## config.mk

```make
export PLATFORM = sky130hd
export DESIGN_NAME = id_ex_stage
export DESIGN_NICKNAME = d
export VERILOG_FILES = /design/src/rtl/id_ex_pkg.sv /design/src/rtl/pipe_skid_reg.sv /design/src/rtl/id_ex_stage.sv
export SDC_FILE = /design/constraint.sdc
export NUM_CORES = 1
export LEC_CHECK = 0
export BUFFER_PORTS_ARGS = -buffer_cell sky130_fd_sc_hd__buf_2
export CAP_MARGIN = 20
export CORE_MARGIN = 2
export CORE_UTILIZATION = 35
export DETAILED_ROUTE_END_ITERATION = 10
export PLACE_DENSITY = 0.53
export SLEW_MARGIN = 20
export SYNTH_ARGS = -nofsm -noshare
export SYNTH_HDL_FRONTEND = slang
export SYNTH_SLANG_ARGS = --single-unit
```

## constraint.sdc

```tcl
create_clock -name clk -period 2.5 [get_ports clk]
set_clock_uncertainty 0.15 [all_clocks]
set_input_delay 0.5 -clock clk [delete_from_list [all_inputs] [get_ports clk]]
set_output_delay 0.5 -clock clk [all_outputs]
set_load 0.005 [all_outputs]
```

## src/rtl/id_ex_pkg.sv

```systemverilog
// Shared definitions for the ID/EX stage: payload bundle layout, control-field
// bit positions and a helper that sizes the flattened payload.
package id_ex_pkg;

    localparam int CONTROL_SIZE = 16;
    localparam int DATA_W_DEF   = 32;
    localparam int REG_W_DEF    = 5;
    localparam int OP_W_DEF     = 6;

    // Control bundle bit positions (wb, mem and ex fields)
    localparam int CTRL_REG_WRITE  = 0;
    localparam int CTRL_MEM_TO_REG = 1;
    localparam int CTRL_MEM_READ   = 2;
    localparam int CTRL_MEM_WRITE  = 3;
    localparam int CTRL_BRANCH     = 4;
    localparam int CTRL_ALU_SRC    = 5;
    localparam int CTRL_REG_DST    = 6;
    localparam int CTRL_ALU_OP_LSB = 7;
    localparam int CTRL_ALU_OP_W   = 4;

    typedef struct packed {
        logic [OP_W_DEF-1:0]     opcode;
        logic [CONTROL_SIZE-1:0] control;
        logic [DATA_W_DEF-1:0]   rs_value;
        logic [DATA_W_DEF-1:0]   rt_value;
        logic [DATA_W_DEF-1:0]   offset16;
        logic [REG_W_DEF-1:0]    rs;
        logic [REG_W_DEF-1:0]    rt;
        logic [REG_W_DEF-1:0]    rd;
    } id_ex_payload_t;

    function automatic int payload_width(input int data_w, input int reg_w,
                                         input int op_w, input int ctrl_w);
        return op_w + ctrl_w + 3 * data_w + 3 * reg_w;
    endfunction

endpackage

```

## src/rtl/pipe_skid_reg.sv

```systemverilog
// Generic valid/ready pipeline register over a flat bundle, with optional
// skid entry (registered ready) and a flush that empties both entries.
module pipe_skid_reg #(
    parameter int WIDTH = 8,
    parameter int SKID  = 1
) (
    input  logic             clk,
    input  logic             rst,
    input  logic             in_valid,
    output logic             in_ready,
    input  logic [WIDTH-1:0] in_data,
    input  logic             flush,
    output logic             out_valid,
    input  logic             out_ready,
    output logic [WIDTH-1:0] out_data
);

    logic             main_vld_q, main_vld_d;
    logic [WIDTH-1:0] main_q, main_d;
    logic             accept, consume;

    assign accept    = in_valid && in_ready;
    assign consume   = main_vld_q && out_ready;
    assign out_valid = main_vld_q;
    assign out_data  = main_q;

    generate
        if (SKID != 0) begin : g_skid
            logic             skid_vld_q, skid_vld_d;
            logic [WIDTH-1:0] skid_q, skid_d;
            logic             main_load;

            assign in_ready  = !skid_vld_q;
            assign main_load = !main_vld_q || consume;

            // Skid has priority into main so order is preserved; while skid is
            // full in_ready is low, so no input can race it.
            always_comb begin
                main_vld_d = main_vld_q;
                main_d     = main_q;
                skid_vld_d = skid_vld_q;
                skid_d     = skid_q;
                if (flush) begin
                    main_vld_d = 1'b0;
                    skid_vld_d = 1'b0;
                end else if (main_load) begin
                    if (skid_vld_q) begin
                        main_d     = skid_q;
                        main_vld_d = 1'b1;
                        skid_vld_d = 1'b0;
                    end else begin
                        main_vld_d = accept;
                        if (accept) begin
                            main_d = in_data;
                        end
                    end
                end else if (accept) begin
                    skid_d     = in_data;
                    skid_vld_d = 1'b1;
                end
            end

            always_ff @(posedge clk) begin
                if (rst) begin
                    main_vld_q <= 1'b0;
                    main_q     <= '0;
                    skid_vld_q <= 1'b0;
                    skid_q     <= '0;
                end else begin
                    main_vld_q <= main_vld_d;
                    main_q     <= main_d;
                    skid_vld_q <= skid_vld_d;
                    skid_q     <= skid_d;
                end
            end
        end else begin : g_single
            assign in_ready = !main_vld_q || out_ready;

            always_comb begin
                main_vld_d = main_vld_q;
                main_d     = main_q;
                if (flush) begin
                    main_vld_d = 1'b0;
                end else if (accept) begin
                    main_d     = in_data;
                    main_vld_d = 1'b1;
                end else if (consume) begin
                    main_vld_d = 1'b0;
                end
            end

            always_ff @(posedge clk) begin
                if (rst) begin
                    main_vld_q <= 1'b0;
                    main_q     <= '0;
                end else begin
                    main_vld_q <= main_vld_d;
                    main_q     <= main_d;
                end
            end
        end
    endgenerate

endmodule

```

## src/rtl/id_ex_stage.sv

```systemverilog
// ID/EX pipeline stage: packs the decoded instruction into one bundle, registers
// it with valid/ready handshake, masks control on bubbles and counts bubbles.
module id_ex_stage
    import id_ex_pkg::*;
#(
    parameter int DATA_W = 32,
    parameter int REG_W  = 5,
    parameter int OP_W   = 6,
    parameter int CTRL_W = CONTROL_SIZE,
    parameter int SKID   = 1,
    parameter int CNT_W  = 16
) (
    input  logic              clk,
    input  logic              rst,
    input  logic              inValid,
    output logic              inReady,
    input  logic [OP_W-1:0]   opcodeIn,
    input  logic [CTRL_W-1:0] controlIn,
    input  logic [DATA_W-1:0] rsValueIn,
    input  logic [DATA_W-1:0] rtValueIn,
    input  logic [DATA_W-1:0] offset16In,
    input  logic [REG_W-1:0]  rsIn,
    input  logic [REG_W-1:0]  rtIn,
    input  logic [REG_W-1:0]  rdIn,
    input  logic              flush,
    output logic              outValid,
    input  logic              outReady,
    output logic [OP_W-1:0]   opcodeOut,
    output logic [CTRL_W-1:0] controlOut,
    output logic [DATA_W-1:0] rsValueOut,
    output logic [DATA_W-1:0] rtValueOut,
    output logic [DATA_W-1:0] offset16Out,
    output logic [REG_W-1:0]  rsOut,
    output logic [REG_W-1:0]  rtOut,
    output logic [REG_W-1:0]  rdOut,
    output logic [CNT_W-1:0]  bubbleCount
);

    localparam int PAYLOAD_W = payload_width(DATA_W, REG_W, OP_W, CTRL_W);

    logic [PAYLOAD_W-1:0] in_bus, out_bus;
    logic [CTRL_W-1:0]    ctrl_raw;
    logic                 out_valid;
    logic [CNT_W-1:0]     bubble_cnt_q, bubble_cnt_d;

    assign in_bus = {opcodeIn, controlIn, rsValueIn, rtValueIn, offset16In,
                     rsIn, rtIn, rdIn};

    pipe_skid_reg #(
        .WIDTH(PAYLOAD_W),
        .SKID (SKID)
    ) u_reg (
        .clk      (clk),
        .rst      (rst),
        .in_valid (inValid),
        .in_ready (inReady),
        .in_data  (in_bus),
        .flush    (flush),
        .out_valid(out_valid),
        .out_ready(outReady),
        .out_data (out_bus)
    );

    assign {opcodeOut, ctrl_raw, rsValueOut, rtValueOut, offset16Out,
            rsOut, rtOut, rdOut} = out_bus;

    // A bubble must never write a register or touch memory downstream.
    assign controlOut = out_valid ? ctrl_raw : '0;
    assign outValid   = out_valid;

    always_comb begin
        bubble_cnt_d = bubble_cnt_q;
        if (!out_valid && (bubble_cnt_q != {CNT_W{1'b1}})) begin
            bubble_cnt_d = bubble_cnt_q + 1'b1;
        end
    end

    always_ff @(posedge clk) begin
        if (rst) begin
            bubble_cnt_q <= '0;
        end else begin
            bubble_cnt_q <= bubble_cnt_d;
        end
    end

    assign bubbleCount = bubble_cnt_q;

endmodule

```

# Word-level counts from Yosys, hierarchy flattened

Index checks and enable logic that the tools add are counted.

Bits of input ports: 138
Word-level logic and storage cells: 24
Register bits: 284

Equality and inequality tests: 1
Reduce and logical (&&, ||, !) cells: 11
Muxes and demuxes: 4
$add $sub $neg: 1
Bitwise logic cells: 2

Operators with widths:

| cell                    | number |
|---|---|
| $mux W133               | 2 |
| $add A16 B1 Y16 const B | 1 |
| $mux W16                | 1 |
| $ne A16 B16 Y1 const B  | 1 |
| $reduce_and A3 Y1       | 2 |
| $logic_and A1 B1 Y1     | 3 |
| $reduce_or A3 Y1        | 1 |
| $logic_not A1 Y1        | 2 |
| $not A1 Y1              | 2 |
| $reduce_bool A2 Y1      | 1 |
| $reduce_or A2 Y1        | 1 |
| $logic_or A1 B1 Y1      | 1 |
| $mux W1                 | 1 |

# Longest topological paths before layout

Depth after elaboration: 4
Gate-level depth with buffers: 8

# By module

Synthesis repeated with hierarchy kept, for this count alone.

Cell total of the unflattened synthesis: 1311
Area total of the unflattened synthesis: 13391.6 µm²

By module, submodules not included:

| module        | cells an instance | area an instance (µm²) | times used | seq. area each (µm²) |
|---|---|---|---|---|
| pipe_skid_reg | 1193              | 12391.9                | 1          | 5365.1 |
| id_ex_stage   | 118               | 999.7                  | 1          | 320.3 |

# Least setup slack after synthesis

No wires, ideal clock.

Path kind: register -> register
Start: register bubble_cnt_q[0] (netlist: bubbleCount[0])
End: register bubble_cnt_q[10] (netlist: bubbleCount[10])
Path buffers: 0
Slack: 717 ps
Period minus slack after synthesis: 1783 ps
Stages on the path, launching flop included: 6
Arrival time: 1562 ps
Data required time: 2280 ps
Path through: dfxtp_1 > ha_1 > and4b_1 > nand2b_1 > or4_1 > a21oi_1

Word-level cells in the longest chain between the ends: 2
Elaborated cells on any way between the ends: 3

Ends and longest elaborated chain:

| element                                                 | line              | RTL |
|---|---|---|
| start: declaration                                      | id_ex_stage.sv:44 | `logic [CNT_W-1:0] bubble_cnt_q, bubble_cnt_d;` |
| start signal: assignment                                | id_ex_stage.sv:82 | `bubble_cnt_q <= bubble_cnt_d;` |
| branches (longest 2 deep; another with $add A16 B1 Y16) | -                 |  |

Several ways; the timed one is not identified.
A chain may end at the register's enable or synchronous reset.

# Worst setup path in the final report

Start: register u_reg.main_vld_q (netlist: u_reg.out_valid)
End: output controlOut[9]

Word-level cells in the longest chain between the ends: 1

Ends and longest elaborated chain:

| element                  | line                | RTL |
|---|---|---|
| start: declaration       | pipe_skid_reg.sv:18 | `logic main_vld_q, main_vld_d;` |
| start signal: assignment | pipe_skid_reg.sv:70 | `main_vld_q <= main_vld_d;` |
| $mux W16                 | id_ex_stage.sv:68   | `assign controlOut = out_valid ? ctrl_raw : '0;` |
| end: declaration         | id_ex_stage.sv:29   | `output logic [CTRL_W-1:0] controlOut,` |

No other way between the ends.

==> summary.json <==
{
  "grt_start_max_net_pins": {"value": 92},
  "die_x": {"value": 191, "unit": "um"},
  "yosysTopAreaCell": {"value": "sky130_fd_sc_hd__dfxtp_1"},
  "tritoncts_num_sinks": {"value": 284},
  "fin_setup_tns": {"value": 0, "unit": "ns"},
  "netlist.area_leader.share": {"value": 0.465},
  "core.rowCount": {"value": 68},
  "run_status": {"value": "completed"},
  "synth_simple_gate_area_frac": {"value": 0.160},
  "crit_path_end_kind": {"value": "output pin"},
  "unrepaired_setup_endpoints_after_global_routing": {"value": "false"},
  "syn_area": {"value": 12200, "unit": "um2"},
  "grt_pass1_wl": {"value": 48700, "unit": "um"},
  "power_leakage": {"value": 0.00536, "unit": "uW"},
  "synthesis.instances": {"value": 1409},
  "htree_levels": {"value": 2},
  "root_driver": {"value": "sky130_fd_sc_hd__clkbuf_16"},
  "post-route-drc-count": {"value": 0},
  "synth.avg_cell_area": {"value": 8.68, "unit": "um2"},
  "totalWireLength": {"value": 30900, "unit": "um"},
  "period_share": {"value": 0.920},
  "power.share.clock": {"value": 0.460},
  "number_of_hold_violations_in_the_final_report": {"value": 0},
  "yosys_synthesis_warning_count": {"value": 0},
  "period_minus_slack": {"value": 2.30, "unit": "ns"},
  "power.density_cell_area": {"value": 725, "unit": "nW/um2"},
  "muxShareOfSynthArea": {"value": 0.110},
  "grt_antenna_before_repair": {"value": 7},
  "grt_remaining_overflow": {"value": 0},
  "power_report.internal_total": {"value": 8000, "unit": "uW"},
  "port_buffers": {"value": 288},
  "combinationalPowerShare": {"value": 0.080},
  "timing.critical_path.arrival": {"value": 1.65, "unit": "ns"},
  "slew_viol_final": {"value": 0},
  "avgRoutedWirePerCell": {"value": 15.3, "unit": "um"},
  "clock_transition_at_the_registers_of_the_reported_paths": {"value": 0.06, "unit": "ns"},
  "timing.final.setup_violations": {"value": 0},
  "combinational_family_with_the_most_area_after_synthesis": {"value": "simple AND/OR/NAND/NOR gates"},
  "final_layout_size_suffix_gt1_frac": {"value": 0.242},
  "clockBufferDepth": {"value": 3},
  "synth_xor_xnor_area_share": {"value": 0},
  "slew_headroom": {"value": 0.459},
  "netlist_top_cells_area": {"value": "sky130_fd_sc_hd__dfxtp_1 46%, sky130_fd_sc_hd__mux2i_1 11%, sky130_fd_sc_hd__a211oi_1 8.3%"},
  "via_count_of_the_first_global_routing_pass": {"value": 9062},
  "gr-usage-all-layers": {"value": 0.165},
  "net-switching-power": {"value": 2410, "unit": "uW"},
  "required_arrival_time_at_the_worst_endpoint": {"value": 1.85, "unit": "ns"},
  "syn2layout_area_growth": {"value": 17.3, "unit": "%"},
  "place_congestion": {"value": 0.745},
  "synth-adder-area-share": {"value": 0.00102},
  "core_area": {"value": 34500, "unit": "um2"},
  "postSynthRegisterBits": {"value": 284},
  "layout.cells.most_common": {"value": "sky130_fd_sc_hd__buf_2"},
  "top_library_cells_by_usage_in_the_layout_fill_and_taps_aside": {"value": "287 x sky130_fd_sc_hd__buf_2, 283 x sky130_fd_sc_hd__dfxtp_1, 269 x sky130_fd_sc_hd__nand2_1, 143 x sky130_fd_sc_hd__a21oi_1, 140 x sky130_fd_sc_hd__nor2_1"},
  "ctsResizeCount": {"value": 0},
  "min-delay-path-class": {"value": "in -> reg"},
  "die-area": {"value": 36500, "unit": "um2"},
  "avgViaCountPerCell": {"value": 4.80},
  "initialDrtViolationCount": {"value": 377},
  "compound_gate_portion_of_the_synthesized_area": {"value": 0.150},
  "finalNetCount": {"value": 1672},
  "detailedPlacementHpwl": {"value": 19700, "unit": "um"},
  "postSynthNetCount": {"value": 1548},
  "cts_made_buffers": {"value": 34},
  "clk_latency": {"value": 0.50, "unit": "ns"},
  "synth.lib_cells_used.distinct": {"value": 40},
  "timing.fmax": {"value": 435, "unit": "MHz"},
  "timing.setup.critical_path_class": {"value": "reg -> out"},
  "pre_cts_slack": {"value": 0.412, "unit": "ns"},
  "postCtsSetupBuffers": {"value": 0},
  "cp-start-kind": {"value": "flop"},
  "final.setup.worst_slack": {"value": 0.200, "unit": "ns"},
  "fp.dieH": {"value": 191, "unit": "um"},
  "io-pin-count": {"value": 289},
  "initial_core_utilization": {"value": 0.355},
  "ys_seq_area_frac": {"value": 0.465},
  "seq_power_share": {"value": 0.460},
  "tritoncts": {"value": "yes"},
  "routed-via-count": {"value": 9660},
  "worstPathMaxFanout": {"value": 18},
  "vdd_drop_max": {"value": 0.000417, "unit": "V"},
  "postCtsHoldBufs": {"value": 0},
  "max_slew.worst_pin.slew": {"value": 0.811, "unit": "ns"},
  "cap_violations": {"value": 0},
  "p_sw_frac": {"value": 0.231},
  "first_pass_iters": {"value": 4},
  "ant_nets": {"value": 0}
}
## flip-flops by register name (all words and copies together) (netlist names)
register	count
bubbleCount	16
u_reg.g_skid.skid_q	133
u_reg.g_skid.skid_vld_q	1
u_reg.out_data	133
u_reg.out_valid	1
## critical path, cell delays in order (launching register included)
cell,delay (ns)
sky130_fd_sc_hd__dfxtp_1,0.52
sky130_fd_sc_hd__buf_4,0.30
sky130_fd_sc_hd__and2_1,0.20
sky130_fd_sc_hd__buf_2,0.12
## power by group through the flow
stage                     clock network [uW]  logic, uW  registers, uW
final                                   4780        829           4790
after global routing                    5130        942           4810
after CTS                               4950        845           4790
after detailed placement                   0        844           4890
after global placement                     0        834           4880
after floorplan                            0        613           4860
## logic make-up after synthesis
kind of cell             Yosys count
AO/OA/AOI/OAI                    293
adder cells (fa/ha/maj)            1
buffers and inverters            231
multiplexers                     134
AND/OR/NAND/NOR                  466
flip-flops                       284
## area by class of cell
class                           count  area (um2)
Antenna cell                        4        10.0
Clock buffer                       48        1020
Clock inverter                      8        67.6
Fill cell                        3509       20100
Inverter                            5        18.8
Multi-Input combinational cell    894        5160
Sequential cell                   284        5690
Tap cell                          455         569
Timing Repair Buffer              314        1820
## cell usage after synthesis (all sizes together)
cell / number
o31ai: 6
and4: 2
nand2b: 3
nor3: 4
buf: 182
clkbuf: 44
and2b: 1
nor4bb: 1
nor3b: 2
o311ai: 1
mux2: 1
a211oi: 135
and2: 16
ha: 1
or4: 6
and4b: 2
nand3b: 1
nand4: 5
nand3: 5
o21ai: 6
a21oi: 144
inv: 5
mux2i: 133
nor4: 3
nand4b: 1
o31a: 1
nand2: 269
and3: 3
dfxtp: 284
or3: 2
nor2: 140
## metal layers
metal / global-route usage / vias to the layer above / routed length [um]
met5: 0 / - / 46
met4: 0.0423 / 6 / 579
met3: 0.0545 / 53 / 2200
met2: 0.257 / 204 / 13600
met1: 0.219 / 4438 / 14400
li1: - / 4959 / -
## through the flow
| step | power [uW] | instance area (um2) | cells | hold WS (ns) | utilization |
|---|---|---|---|---|---|
| floorplan | 5480 | 12200 | 1409 | 0.286 | - |
| global placement | 5720 | 13300 | 1952 | 0.290 | 0.385 |
| detailed placement | 5730 | 13300 | 1952 | 0.296 | 0.385 |
| CTS | 10600 | 14300 | 2008 | 0.0708 | 0.416 |
| global route | 10900 | 14300 | 2010 | 0.0720 | 0.416 |
| finish | 10400 | 14400 | 2012 | 0.0916 | 0.417 |
## path summary, 6_finish.rpt
kind | from | endpoint | slack (ns) | depth (start not counted)
setup / recovery | u_reg.out_valid | controlOut[9] | 0.20 | 3
hold / removal | offset16In[13] | u_reg.g_skid.skid_q[28] | 0.09 | 3
setup reg to reg | bubbleCount[0] | bubbleCount[10] | 0.48 | 5
hold reg to reg | u_reg.g_skid.skid_q[8] | u_reg.g_skid.skid_q[8] | 0.30 | 2
(Power assumes the default switching activity.)
